$ cat config.mk
export PLATFORM = sky130hd
export DESIGN_NAME = trap_ctrl
export DESIGN_NICKNAME = d
export VERILOG_FILES = /design/src/rtl/trap_ctrl_pkg.sv /design/src/rtl/trap_ctrl.sv
export SDC_FILE = /design/constraint.sdc
export NUM_CORES = 1
export LEC_CHECK = 0
export CAP_MARGIN = 25
export CORE_AREA = 4 4 103 105
export DETAILED_ROUTE_END_ITERATION = 12
export DIE_AREA = 0 0 107 109
export GPL_TIMING_DRIVEN = 0
export PLACE_DENSITY_LB_ADDON = 0.2
export SLEW_MARGIN = 15
export SYNTH_ARGS = -nofsm -noshare
export SYNTH_HDL_FRONTEND = slang
export SYNTH_SLANG_ARGS = --single-unit
$ cat constraint.sdc
create_clock -name clk_i -period 4.16 [get_ports clk_i]
set_clock_uncertainty 0.05 [all_clocks]
set_input_delay 0.832 -clock clk_i [delete_from_list [all_inputs] [get_ports clk_i]]
set_output_delay 0.832 -clock clk_i [all_outputs]
set_load 0.01 [all_outputs]
$ cat src/rtl/trap_ctrl_pkg.sv
// Shared constants for the machine-mode trap responder: CSR addresses,
// mstatus bit positions, FSM state encodings and mstatus update helpers.
package trap_ctrl_pkg;

    // CSR addresses
    localparam logic [11:0] CSR_MSTATUS = 12'h300;
    localparam logic [11:0] CSR_MIE     = 12'h304;
    localparam logic [11:0] CSR_MTVEC   = 12'h305;
    localparam logic [11:0] CSR_MEPC    = 12'h341;
    localparam logic [11:0] CSR_MCAUSE  = 12'h342;

    // mstatus / mie bit indices
    localparam int unsigned MSTATUS_MIE  = 3;
    localparam int unsigned MSTATUS_MPIE = 7;
    localparam int unsigned MIE_MTIE     = 7;

    // FSM state encodings
    localparam logic [2:0] S_IDLE    = 3'd0;
    localparam logic [2:0] S_MEPC    = 3'd1;
    localparam logic [2:0] S_MCAUSE  = 3'd2;
    localparam logic [2:0] S_MSTATUS = 3'd3;
    localparam logic [2:0] S_MRET    = 3'd4;
    localparam logic [2:0] S_JUMP    = 3'd5;

    // Trap entry: MPIE <= MIE, MIE <= 0, everything else unchanged
    function automatic logic [31:0] mstatus_on_trap(input logic [31:0] s);
        logic [31:0] r;
        r               = s;
        r[MSTATUS_MPIE] = s[MSTATUS_MIE];
        r[MSTATUS_MIE]  = 1'b0;
        return r;
    endfunction

    // Trap return: MIE <= MPIE, MPIE <= 1
    function automatic logic [31:0] mstatus_on_mret(input logic [31:0] s);
        logic [31:0] r;
        r               = s;
        r[MSTATUS_MIE]  = s[MSTATUS_MPIE];
        r[MSTATUS_MPIE] = 1'b1;
        return r;
    endfunction

endpackage

$ cat src/rtl/trap_ctrl.sv
// Machine-mode trap responder: accepts ecall / mret / timer interrupt from
// the ID stage, sequences mepc/mcause/mstatus writes over the CSR write port
// while holding the pipeline, then redirects the PC to mtvec or mepc.
module trap_ctrl
    import trap_ctrl_pkg::*;
#(
    parameter logic [31:0] ECALL_CAUSE = 32'd11,
    parameter logic [31:0] TIMER_CAUSE = 32'h8000_0007
) (
    input  logic        clk_i,
    input  logic        rst_i,
    input  logic [31:0] exception_i,
    input  logic [31:0] inst_addr_i,
    input  logic        inst_valid_i,
    input  logic        irq_timer_i,
    input  logic [31:0] csr_mstatus_i,
    input  logic [31:0] csr_mie_i,
    input  logic [31:0] csr_mtvec_i,
    input  logic [31:0] csr_mepc_i,
    output logic        csr_we_o,
    output logic [11:0] csr_waddr_o,
    output logic [31:0] csr_wdata_o,
    output logic        hold_o,
    output logic        jump_flag_o,
    output logic [31:0] jump_addr_o
);

    logic [2:0]  state_q;
    logic [31:0] pc_q;
    logic [31:0] cause_q;
    logic        mret_q;

    logic ecall_req;
    logic mret_req;
    logic timer_req;
    logic any_req;

    // Bits of the CSR/exception inputs this block never looks at
    logic unused_bits;
    assign unused_bits = ^{exception_i[31:2], csr_mie_i[31:8], csr_mie_i[6:0],
                           csr_mtvec_i[1:0]};

    // Request decode with ecall > mret > timer priority
    always_comb begin
        ecall_req = inst_valid_i & exception_i[1];
        mret_req  = inst_valid_i & exception_i[0] & ~exception_i[1];
        timer_req = inst_valid_i & irq_timer_i & csr_mstatus_i[MSTATUS_MIE]
                  & csr_mie_i[MIE_MTIE] & ~exception_i[1] & ~exception_i[0];
        any_req   = ecall_req | mret_req | timer_req;
    end

    // State register and trap context latches
    always_ff @(posedge clk_i) begin
        if (rst_i) begin
            state_q <= S_IDLE;
            pc_q    <= '0;
            cause_q <= '0;
            mret_q  <= 1'b0;
        end else begin
            case (state_q)
                S_IDLE: begin
                    if (any_req) begin
                        pc_q    <= inst_addr_i;
                        cause_q <= ecall_req ? ECALL_CAUSE : TIMER_CAUSE;
                        mret_q  <= mret_req & ~ecall_req;
                        state_q <= (ecall_req | timer_req) ? S_MEPC : S_MRET;
                    end
                end
                S_MEPC:    state_q <= S_MCAUSE;
                S_MCAUSE:  state_q <= S_MSTATUS;
                S_MSTATUS: state_q <= S_JUMP;
                S_MRET:    state_q <= S_JUMP;
                S_JUMP:    state_q <= S_IDLE;
                default:   state_q <= S_IDLE;
            endcase
        end
    end

    // Outputs: CSR write port, hold and redirect; forced low while in reset
    always_comb begin
        csr_we_o    = 1'b0;
        csr_waddr_o = '0;
        csr_wdata_o = '0;
        hold_o      = 1'b0;
        jump_flag_o = 1'b0;
        jump_addr_o = '0;
        if (!rst_i) begin
            case (state_q)
                S_IDLE: hold_o = any_req;
                S_MEPC: begin
                    hold_o      = 1'b1;
                    csr_we_o    = 1'b1;
                    csr_waddr_o = CSR_MEPC;
                    csr_wdata_o = pc_q;
                end
                S_MCAUSE: begin
                    hold_o      = 1'b1;
                    csr_we_o    = 1'b1;
                    csr_waddr_o = CSR_MCAUSE;
                    csr_wdata_o = cause_q;
                end
                S_MSTATUS: begin
                    hold_o      = 1'b1;
                    csr_we_o    = 1'b1;
                    csr_waddr_o = CSR_MSTATUS;
                    csr_wdata_o = mstatus_on_trap(csr_mstatus_i);
                end
                S_MRET: begin
                    hold_o      = 1'b1;
                    csr_we_o    = 1'b1;
                    csr_waddr_o = CSR_MSTATUS;
                    csr_wdata_o = mstatus_on_mret(csr_mstatus_i);
                end
                S_JUMP: begin
                    hold_o      = 1'b1;
                    jump_flag_o = 1'b1;
                    jump_addr_o = mret_q ? csr_mepc_i : {csr_mtvec_i[31:2], 2'b00};
                end
                default: ;
            endcase
        end
    end

endmodule

==> reports/qor.csv <==
metric,value,unit
layout_commonest_cell,clkdlybuf4s50_1,
fin_crit,3.80,ns
critPathTopFamily,buffers and inverters,
r2r-end,state_q[2]$_SDFFE_PP0P_,
clk_pin_slew,0.08,ns
cts-root-buf,clkbuf_8,
core,9640,sq um
drive_gt1_share,6.38,%
fp.dieW,107,um
syn_inst,380,
final_area,5110,sq um
antenna_left,0,
end_kind,output pin,
dp_hpwl,9310,um
fillers,935,
postCtsResizedCells,0,
viasPerCell,4.57,
cp_slowest_stage_delay,0.58,ns
cts.sinks,39,
setup_violations,0,
async_flop_share,0,%
cp_data_arrival_time,2.92,ns
rows,36,
grt_pass1_vias,3382,
post_cts_buffers,0,
antenna_cells,0,
dr.pass1.iters,4,
cts_hold_buffers,0,
crit_buf_inv,4,
synth-seq-cells,39,
r2r_start,state_q[0]$_SDFFE_PP0P_,
relSlewSlack,60.2,%
dieHeight,109,um
placed_cells,723,
yosys_warnings,0,
synth_edf_count,0,
hold_depth,2,
grtUsageTotal,18.9,%
power_leakage,0.00185,uW
reg2reg_slack,2.43,ns
final_cells,729,
cp-start-kind,input pin,
powerDensity,244,nW/um^2
first_iter_violations,143,
grt_antenna_before_repair,0,
criticalPathCategory,in -> out,
worstHoldPathType,reg -> reg,
gr-total-overflow,0,
worst-r2r-cell-count,5,
holdPathEnd,pc_q[13]$_SDFFE_PP0P_,
cpMostUsedCell,clkdlybuf4s50_1,
synth.yosys.seq_area_share,27.9,%
most-common-layout-cells,"204 x clkdlybuf4s50_1, 99 x nand2_1, 62 x mux2i_1, 39 x dfxtp_1, 33 x nor2_1",
clk_latency,0.29,ns
wire_per_inst,15.9,um
wirelength,11600,um
worstMarginPinSlew,0.597,ns
multi_input_area,1770,sq um
clk_path_buf_depth,2,
worstPathRequired,3.28,ns
area_growth,82.3,%
ir_drop,0.167,mV
timing.final.crit_share,91.3,%
post-route-drc-count,0,
dpl_cell_area,5030,sq um
tns,0,ns
timing_hold_violations_final,0,
cts_tree,built,
seq_area,781,sq um
fmax,263,MHz
pin_count,275,
vias,3333,
yosysUniqueCellTypes,41,
htree_levels,2,
syn_area,2800,sq um
initial_utilization,29.1,%
slowest_stage,clkdlybuf4s50_1,
drv_slew,0,
crit_path_max_fanout,10,
hold_ws,0.410,ns
die-area,11700,sq um
nNetsFinal,795,
path_cells,clkdlybuf4s50_1 -> inv_2 -> nand4_1 -> clkbuf_1 -> nor2_1 -> clkdlybuf4s50_1,
place_congestion,0.769,
cts_buffers,5,
grt_pass1_wl,17500,um
synth_top_flop_cell,dfxtp_1,
total_power,1250,uW
grt_max_degree,12,
rsz0062_at_grt,no,
status,"finished, final reports clean",
cap_violations,0,
syn_area_per_cell,7.38,sq um
portBuffers,204,
hp-start,pc_q[13]$_SDFFE_PP0P_,
synth_stat cells (3+ instances only):
master	n	area share [%]
nand2_1	99	13
mux2i_1	62	22
dfxtp_1	39	28
nor2_1	33	4.4
a21oi_1	28	5.0
o21ai_1	20	3.6
clkbuf_1	17	2.3
o21ai_0	12	2.1
buf_2	10	1.8
buf_4	9	2.4
a31oi_1	5	1.1
inv_1	4	0.54
inv_2	3	0.40
nand3b_1	3	0.80
layer usage:
| metal | vias to the layer above | wire length, um | global-route usage [%] |
|---|---|---|---|
| met1 | 1489 | 4460 | 20.0 |
| met5 | - | 0 | 0 |
| met2 | 143 | 5850 | 35.8 |
| li1 | 1692 | - | - |
| met3 | 9 | 1150 | 6.63 |
| met4 | 0 | 116 | 4.29 |
logic make-up after synthesis:
logic type	after synthesis	synth area share (%)
mux	64	22.9
simple gates	150	23.2
compound gates	76	15.0
fa+ha+maj	2	0.893
buf+inv	48	9.91
flops	39	27.9
other cells	1	0.134
report_power, final:
part / switching, uW / internal (uW) / total (uW) / leakage [uW]
clock network: 133 / 111 / 244 / 0.0000361
registers: 25.9 / 422 / 448 / 0.000320
logic: 251 / 302 / 553 / 0.00149
how the worst max path moves through the flow:
| stage | start | to | depth (start not counted) | slack, ns |
|---|---|---|---|---|
| after global routing | rst_i | jump_addr_o[12] | 6 | 0.22 |
| after global placement | rst_i | jump_addr_o[12] | 6 | 0.34 |
| after floorplan | csr_mie_i[7] | hold_o | 4 | 1.61 |
| after detailed placement | rst_i | jump_addr_o[12] | 6 | 0.35 |
| after CTS | rst_i | jump_addr_o[12] | 6 | 0.36 |
| final | rst_i | jump_addr_o[12] | 6 | 0.36 |
worst register-to-register path: stages (launching register included):
cell	delay (ns)
dfxtp_1	0.30
buf_2	0.17
nor3b_2	0.46
clkbuf_1	0.46
nor2_1	0.11
a21oi_1	0.13
per-stage QoR:
stage	worst slack, ns	utilization (%)
after CTS	0.362	53.0
after detailed placement	0.351	52.2
final	0.362	53.0
after global routing	0.216	53.0
after floorplan	1.61	-
after global placement	0.337	52.2
cell type report:
class | count | area share (%)
timing repair buffer | 204 | 40.0
multi-input combinational | 299 | 34.6
sequential | 39 | 15.3
buffer | 41 | 4.92
tap | 133 | 3.26
clock buffer | 5 | 1.35
inverter | 7 | 0.514
clock inverter | 1 | 0.147
state kept, by name, indices dropped and copies added (netlist names):
name     flops
pc_q        32
cause_q      3
state_q      3
mret_q       1
(Power assumes the default switching activity.)
